`src/rtl/ram_burst_reader.sv`:
```
// Streams `length` consecutive words from a registered-output RAM, starting at base_addr
// and wrapping modulo DEPTH, through a 2-entry skid FIFO with valid/ready handshake.
module ram_burst_reader #(
  parameter int ADDR_WIDTH = 3,
  parameter int DATA_WIDTH = 32,
  parameter int DEPTH      = 1 << ADDR_WIDTH
) (
  input  logic                  clock,
  input  logic                  reset,
  input  logic                  start,
  input  logic [ADDR_WIDTH-1:0] base_addr,
  input  logic [ADDR_WIDTH:0]   length,
  output logic                  busy,
  output logic                  done,
  output logic [ADDR_WIDTH-1:0] read_addr,
  input  logic [DATA_WIDTH-1:0] ram_data,
  output logic [DATA_WIDTH-1:0] out_data,
  output logic                  out_valid,
  input  logic                  out_ready
);

  typedef enum logic [1:0] {IDLE, RUN, DONE} state_t;

  state_t                state, state_nxt;
  logic [ADDR_WIDTH-1:0] addr, addr_next, last_addr;
  logic [ADDR_WIDTH:0]   remaining;
  logic                  inflight;
  logic [DATA_WIDTH-1:0] fifo_mem [2];
  logic                  wr_ptr, rd_ptr;
  logic [1:0]            count, occupancy;
  logic                  pop, push, issue;

  assign out_valid = (count != 2'd0);
  assign out_data  = out_valid ? fifo_mem[rd_ptr] : '0;
  assign push      = inflight;
  assign read_addr = issue ? addr : last_addr;

  always_comb begin
    pop       = out_valid && out_ready;
    // A word in flight already owns a FIFO slot, so count it against capacity.
    occupancy = count + {1'b0, inflight};
    issue     = (state == RUN) && (remaining != '0) &&
                ((occupancy < 2'd2) || ((occupancy == 2'd2) && pop));
    addr_next = (addr == ADDR_WIDTH'(DEPTH - 1)) ? '0 : addr + ADDR_WIDTH'(1);
    state_nxt = state;
    busy      = 1'b0;
    done      = 1'b0;
    case (state)
      IDLE: if (start) state_nxt = RUN;
      RUN: begin
        busy = 1'b1;
        if ((remaining == '0) && !inflight &&
            ((count == 2'd0) || ((count == 2'd1) && pop)))
          state_nxt = DONE;
      end
      DONE: begin
        busy      = 1'b1;
        done      = 1'b1;
        state_nxt = IDLE;
      end
      default: state_nxt = IDLE;
    endcase
  end

  always_ff @(posedge clock or posedge reset) begin
    if (reset) begin
      state       <= IDLE;
      addr        <= '0;
      last_addr   <= '0;
      remaining   <= '0;
      inflight    <= 1'b0;
      wr_ptr      <= 1'b0;
      rd_ptr      <= 1'b0;
      count       <= '0;
      fifo_mem[0] <= '0;
      fifo_mem[1] <= '0;
    end else begin
      state    <= state_nxt;
      inflight <= issue;
      if ((state == IDLE) && start) begin
        addr      <= base_addr;
        remaining <= length;
      end else if (issue) begin
        addr      <= addr_next;
        remaining <= remaining - 1'b1;
        last_addr <= addr;
      end
      if (push) begin
        fifo_mem[wr_ptr] <= ram_data;
        wr_ptr           <= ~wr_ptr;
      end
      if (pop) rd_ptr <= ~rd_ptr;
      count <= count + {1'b0, push} - {1'b0, pop};
    end
  end

endmodule
```
`config.mk`:
```
export PLATFORM = sky130hd
export DESIGN_NAME = ram_burst_reader
export DESIGN_NICKNAME = d
export VERILOG_FILES = /design/src/rtl/ram_burst_reader.sv
export SDC_FILE = /design/constraint.sdc
export NUM_CORES = 1
export LEC_CHECK = 0
export CELL_PAD_IN_SITES_DETAIL_PLACEMENT = 1
export CELL_PAD_IN_SITES_GLOBAL_PLACEMENT = 2
export CORE_MARGIN = 5
export CORE_UTILIZATION = 36
export CTS_BUF_LIST = sky130_fd_sc_hd__clkbuf_16
export CTS_CLUSTER_SIZE = 28
export DETAILED_ROUTE_END_ITERATION = 8
export PLACE_DENSITY = 0.83
export SYNTH_ARGS = -nofsm -noshare
export SYNTH_HDL_FRONTEND = slang
export SYNTH_SLANG_ARGS = --single-unit
```
`constraint.sdc`:
```
create_clock -name clock -period 6.1 [get_ports clock]
set_input_delay 0.61 -clock clock [delete_from_list [all_inputs] [get_ports clock]]
set_output_delay 0.61 -clock clock [all_outputs]
set_load 0.005 [all_outputs]
```
# [Word-level counts from Yosys, hierarchy flattened]
# Cells that the tools add are included.
[op_classes] eq_ne=7 n_addsub=4 n_lt_le_gt_ge=4 muxes=18 bitwise=4 reduce_logical=20
[op_table] operator="$mux W32" count=5
[op_table] operator="$bwmux W64" count=1
[op_table] operator="$demux W32 S1" count=1
[op_table] operator="$mux W3" count=4
[op_table] operator="$logic_and A1 B1 Y1" count=9
[op_table] operator="$mux W4" count=2
[op_table] operator="$eq A2 B1 Y1 const B" count=2
[op_table] operator="$eq A2 B2 Y1 const B" count=2
[op_table] operator="$ge A2 B2 Y1 const B" count=2
[op_table] operator="$logic_not A2 Y1" count=2
[op_table] operator="$logic_not A4 Y1" count=1
[op_table] operator="$mux W2" count=2
[op_table] operator="$not A1 Y2" count=2
[op_table] operator="$pmux W2 S2" count=1
[op_table] operator="$reduce_bool A2 Y1" count=2
[op_table] operator="$reduce_bool A4 Y1" count=1
[op_table] operator="$sub A4 B1 Y4 const B" count=1
[op_table] operator="$add A3 B1 Y3 const B" count=1
[op_table] operator="$eq A3 B3 Y1 const B" count=1
[op_table] operator="$add A2 B1 Y2" count=1
[op_table] operator="$logic_or A1 B1 Y1" count=2
[op_table] operator="$lt A2 B1 Y1 const B" count=1
[op_table] operator="$lt A2 B2 Y1 const B" count=1
[op_table] operator="$mux W1" count=2
[op_table] operator="other kinds (7)" count=8
[word_totals] inputBits=43 word_cells=67 out_inout_bits=38 regBits=81

# [Logic depth before layout (Yosys ltp)]
# Gate-level depths: netlist (run 1).
[depth] ltp_word=7 ltp_mapped=6 mapped_depth_nobuf=6

# [Least setup slack after synthesis (run 1)]
# Ideal clock, no wire load.
[synth_path] path_kind="register to output" start="register inflight" end="output read_addr[0]" setup_slack_ps=3783 path_stages_with_launch=6 required_ps=5490 arrival_time_ps=1707 path_cell_list="dfrtp_1 > ha_1 > xor2_1 > a22o_1 > nor2_1 > mux2_2"
[synth_via] elab_chain_cells=6 word_cells_on_any_way=7 cone_classes="add/sub: 1; order compare: 1; eq/ne: 1; mux: 1; reduce/logical: 3"
[synth_rtl] element="start, declared" line_no="27" source="logic inflight;"
[synth_rtl] element="start signal, assigned" line_no="79" source="inflight <= issue;"
[synth_rtl] element="$add A2 B1 Y2 (*)" line_no="41" source="occupancy = count + {1'b0, inflight};"
[synth_rtl] element="$eq A2 B2 Y1" line_no="43" source="((occupancy < 2'd2) || ((occupancy == 2'd2) && pop));"
[synth_rtl] element="$logic_and A1 B1 Y1" line_no="43"
[synth_rtl] element="$logic_or A1 B1 Y1 (*)" line_no="43"
[synth_rtl] element="$logic_and A1 B1 Y1 (*)" line_no="42" source="issue = (state == RUN) && (remaining != '0) &&"
[synth_rtl] element="net issue" line_no="31" source="logic pop, push, issue;"
[synth_rtl] element="$mux W3 (*)"
[synth_rtl] element="end, declared" line_no="15" source="output logic [ADDR_WIDTH-1:0] read_addr,"
# The timed path passes the listed nets; every way through them passes the cells marked *.

# [Worst setup path in the final report (run 1)]
[layout_path] start="register count[1]" end="output read_addr[2]"
[layout_via] elab_chain_cells=6 word_cells_on_any_way=9 cone_classes="add/sub: 1; order compare: 1; eq/ne: 1; mux: 1; reduce/logical: 5"
[layout_rtl] element="start, declared" line_no="30" source="logic [1:0] count, occupancy;"
[layout_rtl] element="start signal, assigned" line_no="93" source="count <= count + {1'b0, push} - {1'b0, pop};"
[layout_rtl] element="$add A2 B1 Y2 / $reduce_bool A2 Y1 (equally long branches)" line_no="41, 33"
[layout_rtl] element="$eq A2 B2 Y1 / $logic_and A1 B1 Y1 (equally long branches)" line_no="43, 39"
[layout_rtl] element="$logic_and A1 B1 Y1" line_no="43"
[layout_rtl] element="$logic_or A1 B1 Y1 (*)" line_no="43"
[layout_rtl] element="$logic_and A1 B1 Y1 (*)" line_no="42"
[layout_rtl] element="net issue" line_no="31"
[layout_rtl] element="$mux W3 (*)"
# Marked as above.

==> results of run 1 <==
## sequential cells by signal, summed over array words and instances (netlist names)
name,cells
rd_ptr,1
state,2
inflight,1
addr,3
fifo_mem,64
count,2
remaining,4
last_addr,3
wr_ptr,1
## logic make-up (layout without fill, tap and decap cells)
family,Yosys count,in the layout,share of synthesized area (%)
muxes,104,104,29.7
DFF,81,81,53.2
and+or+nand+nor,61,61,7.42
buffers and inverters,22,105,2.27
AOI/OAI and AO/OA,19,19,3.22
adders and majority gates,10,10,3.28
xor gates and xnor gates,4,4,0.919
## critical path: stages, from the launching register on
cell                              delay [ns]
sky130_fd_sc_hd__dfrtp_1                0.43
sky130_fd_sc_hd__nor2_4                 0.72
sky130_fd_sc_hd__a22o_1                 0.46
sky130_fd_sc_hd__nor2_1                 0.17
sky130_fd_sc_hd__mux2_2                 0.25
sky130_fd_sc_hd__clkdlybuf4s50_1        0.49
## power groups by stage
stage	sequential [mW]	clock, mW	combinational [mW]
6_report	1.03	0.604	1.35
5_1_grt	1.08	0.643	1.49
4_1_cts	1.04	0.618	1.39
3_5_place_dp	1.05	0	1.38
3_3_place_gp	1.02	0	1.35
2_1_floorplan	0.927	0	0.832
## cells in the final DEF (no fill, tap or decap), types with 2 or more instances in the layout
cell	n
sky130_fd_sc_hd__dfrtp_1	80
sky130_fd_sc_hd__clkdlybuf4s50_1	80
sky130_fd_sc_hd__mux2_2	69
sky130_fd_sc_hd__nor2_1	38
sky130_fd_sc_hd__mux2i_1	32
sky130_fd_sc_hd__ha_1	10
sky130_fd_sc_hd__clkbuf_16	9
sky130_fd_sc_hd__inv_1	7
sky130_fd_sc_hd__a31oi_1	6
sky130_fd_sc_hd__nand2_1	5
sky130_fd_sc_hd__o21ai_0	5
sky130_fd_sc_hd__xor2_1	4
sky130_fd_sc_hd__mux2_1	3
sky130_fd_sc_hd__and2_1	3
sky130_fd_sc_hd__or4_1	3
sky130_fd_sc_hd__nor2b_1	3
sky130_fd_sc_hd__bufinv_16	3
sky130_fd_sc_hd__a22o_1	2
sky130_fd_sc_hd__a21oi_1	2
sky130_fd_sc_hd__clkinv_1	2
sky130_fd_sc_hd__buf_4	2
## final cells by class
| class | instances | area (sq um) |
|---|---|---|
| fill | 1076 | 5240 |
| sequential | 81 | 2030 |
| multi-input combinational | 198 | 1710 |
| timing repair buffer | 82 | 816 |
| clock buffer | 9 | 225 |
| tap | 136 | 170 |
| clock inverter | 6 | 106 |
| inverter | 8 | 31.3 |
## worst max path at each step
stage,from,end,cells past startpoint
global route,count[1]$_DFF_PP0_,read_addr[1],5
CTS,count[1]$_DFF_PP0_,read_addr[1],5
global placement,out_ready,read_addr[0],6
floorplan,reset,addr[0]$_DFFE_PP0P_,1
detailed placement,out_ready,read_addr[2],6
finish,count[1]$_DFF_PP0_,read_addr[2],5
## routing by layer
layer	wire, um	part of all wire [%]	global-route usage, %	vias up
met2	4500	53	25.2	44
met4	68	0.80	4.09	0
met1	3510	41	16.6	1315
met5	0	0	0	-
met3	382	4.5	3.64	5
li1	-	-	-	1217
==> out/qor.json, run 1 <==
{
  "power.share.sequential": {"value": 34.5, "unit": "%"},
  "min_period_over_period": {"value": 56.7, "unit": "%"},
  "sw_frac_of_total": {"value": 31.5, "unit": "%"},
  "antenna_found_initial": {"value": 0},
  "worstSkewPairLatency": {"value": 0.33, "unit": "ns"},
  "grt_setup_unrepaired": {"value": "no"},
  "hold_depth": {"value": 1},
  "cts.root.buffer_cell": {"value": "sky130_fd_sc_hd__clkbuf_16"},
  "hold_removal_path_class": {"value": "reg -> reg"},
  "post-route-cell-area": {"value": 5090, "unit": "sq um"},
  "path_class": {"value": "reg -> out"},
  "floorplan.initialDensity": {"value": 36.9, "unit": "%"},
  "synthMostInstantiatedCell": {"value": "sky130_fd_sc_hd__dfrtp_1"},
  "die_extent_in_y": {"value": 113, "unit": "um"},
  "pre_cts_slack": {"value": 2.83, "unit": "ns"},
  "vias_in_the_first_global_route": {"value": 2962},
  "postLayoutCoreUtil": {"value": 49.3, "unit": "%"},
  "portion_of_total_power_attributed_to_the_clock_network": {"value": 20.2, "unit": "%"},
  "placed_cells_incl_taps": {"value": 505},
  "finalClockSkew": {"value": 0.00904, "unit": "ns"},
  "yosysWarningCount": {"value": 0},
  "worstHoldStart": {"value": "fifo_mem[18]$_DFFE_PP0P_"},
  "leakage": {"value": 2.21, "unit": "nW"},
  "synth_top_area_cell": {"value": "sky130_fd_sc_hd__dfrtp_1"},
  "totalNegativeSetupSlack": {"value": 0, "unit": "ns"},
  "place_area": {"value": 4760, "unit": "sq um"},
  "cp_required": {"value": 5.49, "unit": "ns"},
  "die_area": {"value": 12700, "unit": "sq um"},
  "setup_viol": {"value": 0},
  "run_status": {"value": "complete, no violations"},
  "gr-usage-all-layers": {"value": 14.1, "unit": "%"},
  "dp_hpwl": {"value": 5890, "unit": "um"},
  "cell_area_power_density": {"value": 587, "unit": "nW/um^2"},
  "net_switching_power_figure": {"value": 0.942, "unit": "mW"},
  "die_w": {"value": 113, "unit": "um"},
  "cts.sink_count": {"value": 81},
  "postCtsSetupBuffers": {"value": 0},
  "final_nets": {"value": 433},
  "setup.worst_path.start_class": {"value": "register"},
  "post_synth_cell_types": {"value": 30},
  "slew_viol_final": {"value": 0},
  "num_io_pins": {"value": 81},
  "cts_htree_levels": {"value": 3},
  "synth_area": {"value": 3810, "unit": "sq um"},
  "maxClockFrequency": {"value": 289, "unit": "MHz"},
  "number_of_flops_mapped_to_enable_cells_by_yosys": {"value": 0},
  "post_cts_resized": {"value": 0},
  "min_setup_slack_post_route": {"value": 2.64, "unit": "ns"},
  "critical_path_peak_fanout": {"value": 35},
  "stdcell_count": {"value": 520},
  "setup.reg_to_reg.worst_slack": {"value": 3.88, "unit": "ns"},
  "crit_arrival": {"value": 2.85, "unit": "ns"},
  "cp-end-kind": {"value": "primary output"},
  "slew_at_the_pin_closest_to_its_max_slew_limit": {"value": 1.04, "unit": "ns"},
  "first_iter_violations": {"value": 59},
  "r2r_start": {"value": "remaining[0]$_DFFE_PP0P_"},
  "avgSynthCellArea": {"value": 12.7, "unit": "sq um"},
  "post-route-min-period": {"value": 3.46, "unit": "ns"},
  "async_reset_ff_share": {"value": 100, "unit": "%"},
  "synthTopCellsByCount": {"value": "sky130_fd_sc_hd__dfrtp_1 (81), sky130_fd_sc_hd__mux2_2 (69), sky130_fd_sc_hd__nor2_1 (39)"},
  "final_layout_size_suffix_gt1_share": {"value": 23.4, "unit": "%"},
  "totalWireLength": {"value": 8460, "unit": "um"},
  "dr_total_vias": {"value": 2581},
  "detail_route_antenna_nets": {"value": 0},
  "ys_seq_elements": {"value": 81},
  "routedWlPerCell": {"value": 16.3, "unit": "um"},
  "placeableCoreArea": {"value": 10300, "unit": "sq um"},
  "cts_tree": {"value": "done"},
  "irDropWorstVdd": {"value": 0.262, "unit": "mV"},
  "min_delay_worst_endpoint": {"value": "fifo_mem[18]$_DFFE_PP0P_"},
  "drc": {"value": 0},
  "floorplan.rows": {"value": 37},
  "grt_pass1_wl": {"value": 14400, "unit": "um"},
  "tritoncts.num_buffers": {"value": 9},
  "synthDominantCellAreaShare": {"value": 53.2, "unit": "%"},
  "max_cap_viol_count": {"value": 0},
  "ctsHoldBuffers": {"value": 0},
  "final-hold-violation-count": {"value": 0},
  "global_route.overflow_total": {"value": 0},
  "avgViaCountPerCell": {"value": 4.96},
  "place_congestion": {"value": 0.745},
  "drt_pass1_iterations": {"value": 4},
  "hold_worst_slack": {"value": 0.503, "unit": "ns"},
  "clock_edge_transition_at_the_registers_on_the_reported_setup_and_hold_paths": {"value": 0.06, "unit": "ns"},
  "cts_max_path_buffers": {"value": 2},
  "grt_start_max_net_pins": {"value": 82},
  "synth-seq-area-share": {"value": 53.2, "unit": "%"},
  "ys_top_cells_by_area": {"value": "sky130_fd_sc_hd__dfrtp_1 (53%), sky130_fd_sc_hd__mux2_2 (20%), sky130_fd_sc_hd__mux2i_1 (8.4%)"},
  "cell_count_after_synthesis": {"value": 301},
  "dominantRegCellSynth": {"value": "sky130_fd_sc_hd__dfrtp_1"},
  "power.total": {"value": 2.99, "unit": "mW"},
  "regToRegEndpoint": {"value": "state[1]$_DFFE_PP0P_"},
  "internal-power": {"value": 2.04, "unit": "mW"},
  "rr_worst_depth": {"value": 6},
  "timing.slew.headroom": {"value": 30.5, "unit": "%"},
  "comb_power_share": {"value": 45.3, "unit": "%"},
  "buffer_ports.inserted": {"value": 80},
  "synthToLayoutAreaGrowth": {"value": 33.6, "unit": "%"},
  "synth_fp_nets": {"value": 354},
  "num_antenna_cells": {"value": 0}
}
Power figures use the tool's default switching activity.
==> run 2: changes to the inputs <==
--- a/config.mk
+++ b/config.mk
@@ -8,11 +8,11 @@
 export CELL_PAD_IN_SITES_DETAIL_PLACEMENT = 1
 export CELL_PAD_IN_SITES_GLOBAL_PLACEMENT = 2
 export CORE_MARGIN = 5
-export CORE_UTILIZATION = 36
+export CORE_UTILIZATION = 30
 export CTS_BUF_LIST = sky130_fd_sc_hd__clkbuf_16
 export CTS_CLUSTER_SIZE = 28
 export DETAILED_ROUTE_END_ITERATION = 8
-export PLACE_DENSITY = 0.83
+export PLACE_DENSITY = 0.74
 export SYNTH_ARGS = -nofsm -noshare
 export SYNTH_HDL_FRONTEND = slang
 export SYNTH_SLANG_ARGS = --single-unit
==> constraint.sdc (replaced) <==
create_clock -name clock -period 2.99 [get_ports clock]
set_input_delay 0.299 -clock clock [delete_from_list [all_inputs] [get_ports clock]]
set_output_delay 0.299 -clock clock [all_outputs]
set_load 0.005 [all_outputs]
==> run 2 against run 1 <==
Via count up 0.54%. Clock skew down 0.0030 ns. Combinational power up 110%. Design area up 1.4%.
==> out/qor.json, run 2 (same netlist as run 1, synthesis figures left out) <==
{
  "run_status": {"value": "complete, no violations", "change": "unchanged"},
  "net_switching_power_figure": {"value": 1.91, "unit": "mW", "change": "was 0.942 mW"},
  "fill_cells": {"value": 1358, "change": "was 1076"},
  "floorplan.initialDensity": {"value": 30.4, "unit": "%", "change": "was 36.9%"},
  "comb_power_share": {"value": 47.3, "unit": "%", "change": "was 45.3%"},
  "crit_arrival": {"value": 2.52, "unit": "ns", "change": "was 2.85 ns"},
  "totalNegativeSetupSlack": {"value": 0, "unit": "ns", "change": "unchanged"},
  "timing.critical_path.depth": {"value": 6, "change": "was 5"},
  "post_cts_resized": {"value": 0, "change": "unchanged"},
  "cell_area_power_density": {"value": 1170, "unit": "nW/um^2", "change": "was 587 nW/um^2"},
  "stdcell_count": {"value": 559, "change": "was 520"},
  "cts_htree_levels": {"value": 3, "change": "unchanged"},
  "maxClockFrequency": {"value": 354, "unit": "MHz"},
  "min_period_over_period": {"value": 94.4, "unit": "%"},
  "final-hold-violation-count": {"value": 0, "change": "unchanged"},
  "finalClockSkew": {"value": 0.00604, "unit": "ns", "change": "was 0.00904 ns"},
  "irDropWorstVdd": {"value": 0.562, "unit": "mV", "change": "was 0.262 mV"},
  "critical_path_peak_fanout": {"value": 5, "change": "was 35"},
  "flip_flop_count_of_the_largest_register_all_copies_and_words_added": {"value": 64, "change": "unchanged"},
  "first_iter_violations": {"value": 92, "change": "was 59"},
  "power.total": {"value": 6.04, "unit": "mW", "change": "was 2.99 mW"},
  "die_w": {"value": 123, "unit": "um", "change": "was 113 um"},
  "routedWlPerCell": {"value": 15.9, "unit": "um", "change": "was 16.3 um"},
  "internal-power": {"value": 4.13, "unit": "mW", "change": "was 2.04 mW"},
  "crit_path_cell_trace": {"value": "ha_1, xor2_1, a22o_1, nor2_2, mux2_2, clkdlybuf4s50_1", "change": "was nor2_4, a22o_1, nor2_1, mux2_2, clkdlybuf4s50_1"},
  "path_class": {"value": "reg -> out", "change": "unchanged"},
  "num_io_pins": {"value": 81, "change": "unchanged"},
  "post-route-min-period": {"value": 2.82, "unit": "ns"},
  "die_extent_in_y": {"value": 123, "unit": "um", "change": "was 113 um"},
  "global_route.overflow_total": {"value": 0, "change": "unchanged"},
  "cts.root.buffer_cell": {"value": "sky130_fd_sc_hd__clkbuf_16", "change": "unchanged"},
  "regMostFlops": {"value": "fifo_mem", "change": "unchanged"},
  "drt_pass1_iterations": {"value": 4, "change": "unchanged"},
  "setup_viol": {"value": 0, "change": "unchanged"},
  "most-common-layout-cells": {"value": "sky130_fd_sc_hd__dfrtp_1 (80), sky130_fd_sc_hd__clkdlybuf4s50_1 (80), sky130_fd_sc_hd__mux2_2 (69)", "change": "unchanged"},
  "dr_total_vias": {"value": 2595, "change": "was 2581"},
  "avgViaCountPerCell": {"value": 4.64, "change": "was 4.96"},
  "critical_path.top_delay_family": {"value": "buffers and inverters", "change": "was simple AND/OR/NAND/NOR gates"},
  "ctsHoldBuffers": {"value": 0, "change": "unchanged"},
  "crit_slowest_cell": {"value": "sky130_fd_sc_hd__clkdlybuf4s50_1", "change": "was sky130_fd_sc_hd__nor2_4"},
  "cp_required": {"value": 2.69, "unit": "ns", "change": "was 5.49 ns"},
  "tritoncts.num_buffers": {"value": 9, "change": "unchanged"},
  "totalWireLength": {"value": 8910, "unit": "um", "change": "was 8460 um"},
  "hold_removal_path_class": {"value": "in -> async", "change": "was reg -> reg"},
  "sw_frac_of_total": {"value": 31.7, "unit": "%", "change": "was 31.5%"},
  "placeableCoreArea": {"value": 12500, "unit": "sq um", "change": "was 10300 sq um"},
  "portion_of_total_power_attributed_to_the_clock_network": {"value": 18.6, "unit": "%", "change": "was 20.2%"},
  "synthToLayoutAreaGrowth": {"value": 35.4, "unit": "%", "change": "was 33.6%"},
  "postLayoutCoreUtil": {"value": 41.2, "unit": "%", "change": "was 49.3%"},
  "r2r_start": {"value": "remaining[0]$_DFFE_PP0P_", "change": "unchanged"},
  "rr_worst_depth": {"value": 6, "change": "unchanged"},
  "detail_route_antenna_nets": {"value": 0, "change": "unchanged"},
  "slew_at_the_pin_closest_to_its_max_slew_limit": {"value": 0.920, "unit": "ns", "change": "was 1.04 ns"},
  "die_area": {"value": 15100, "unit": "sq um", "change": "was 12700 sq um"},
  "antenna_found_initial": {"value": 0, "change": "unchanged"},
  "buffer_ports.inserted": {"value": 80, "change": "unchanged"},
  "power.share.sequential": {"value": 34.2, "unit": "%", "change": "was 34.5%"},
  "worstSkewPairLatency": {"value": 0.33, "unit": "ns", "change": "about the same"},
  "setup.worst_path.start_class": {"value": "register", "change": "unchanged"},
  "vias_in_the_first_global_route": {"value": 2935, "change": "was 2962"},
  "max_stage_delay": {"value": 0.45, "unit": "ns", "change": "was 0.72 ns"},
  "largestRegisters": {"value": "fifo_mem x64, remaining x4", "change": "unchanged"},
  "cts_tree": {"value": "done", "change": "unchanged"},
  "timing.slew.headroom": {"value": 38.4, "unit": "%", "change": "was 30.5%"},
  "final_layout_size_suffix_gt1_share": {"value": 24.5, "unit": "%", "change": "was 23.4%"},
  "placed_cells_incl_taps": {"value": 544, "change": "was 505"},
  "cts_max_path_buffers": {"value": 2, "change": "unchanged"},
  "max_cap_viol_count": {"value": 0, "change": "unchanged"},
  "critical_path_buf_inv_count": {"value": 1, "change": "unchanged"},
  "place_congestion": {"value": 0.719, "change": "was 0.745"},
  "grt_setup_unrepaired": {"value": "no", "change": "unchanged"},
  "floorplan.rows": {"value": 41, "change": "was 37"},
  "drc": {"value": 0, "change": "unchanged"},
  "slew_viol_final": {"value": 0, "change": "unchanged"},
  "leakage": {"value": 2.23, "unit": "nW", "change": "was 2.21 nW"},
  "grt_pass1_wl": {"value": 15000, "unit": "um", "change": "was 14400 um"},
  "cts.sink_count": {"value": 81, "change": "unchanged"},
  "gr-usage-all-layers": {"value": 12.7, "unit": "%", "change": "was 14.1%"},
  "dp_hpwl": {"value": 6090, "unit": "um", "change": "was 5890 um"},
  "cp-end-kind": {"value": "primary output", "change": "unchanged"},
  "num_antenna_cells": {"value": 0, "change": "unchanged"},
  "final_nets": {"value": 436, "change": "was 433"},
  "worst_setup_path_startpoint": {"value": "inflight$_DFF_PP0_", "change": "was count[1]$_DFF_PP0_"},
  "grt_start_max_net_pins": {"value": 42, "change": "was 82"},
  "clock_edge_transition_at_the_registers_on_the_reported_setup_and_hold_paths": {"value": 0.06, "unit": "ns", "change": "about the same"},
  "postCtsSetupBuffers": {"value": 0, "change": "unchanged"}
}
-- run 2: layer usage --
metal | routed length, um | global-route usage, % | up-vias | share of wire, %
met1 | 3920 | 15.6 | 1316 | 44
met2 | 4510 | 22.0 | 52 | 51
met4 | 98 | 3.57 | 0 | 1.1
met5 | 0 | 0 | - | 0
li1 | - | - | 1218 | -
met3 | 386 | 3.41 | 9 | 4.3
-- run 2: area by class of cell --
class | instances | area [sq um] | share of cell area, %
Timing Repair Buffer | 85 | 863 | 16.7
Sequential cell | 81 | 2030 | 39.3
Tap cell | 172 | 215 | 4.17
Multi-Input combinational cell | 198 | 1720 | 33.3
Inverter | 8 | 31.3 | 0.607
Clock inverter | 6 | 77.6 | 1.50
Clock buffer | 9 | 225 | 4.37
-- run 2: power groups by stage --
stage,clock (mW),combinational [mW],sequential (mW)
detailed placement,0,2.92,2.09
CTS,1.17,2.93,2.07
global route,1.22,3.16,2.15
floorplan,0,1.70,1.89
global placement,0,2.86,2.05
finish,1.12,2.85,2.06
-- run 2: worst reg2reg max path, delay by kind of cell (launching register included) --
kind | cells | cell delay, ns
compound gates | 1 | 0.20
fa+ha+maj | 1 | 0.19
buf+inv | 1 | 0.09
flops | 1 | 0.39
mux | 1 | 0.34
simple gates | 2 | 0.89
-- run 2: through the flow --
step	instance area [sq um]	worst slack, ns	hold WS, ns
final	5160	0.167	0.390
after global routing	5160	0.0579	0.452
after CTS	5150	0.0444	0.408
after detailed placement	4850	0.426	0.488
after global placement	4850	0.502	0.469
after floorplan	3810	0.611	0.434
-- run 2: worst paths after layout --
path	to	slack, ns
worst max-delay path	read_addr[0]	0.17
worst min-delay path	fifo_mem[2]$_DFFE_PP0P_	0.39
worst max register to register	state[1]$_DFFE_PP0P_	0.77
worst min register to register	fifo_mem[36]$_DFFE_PP0P_	0.50
max in group asynchronous	rd_ptr$_DFFE_PP0P_	1.92
min in group clock	fifo_mem[36]$_DFFE_PP0P_	0.50
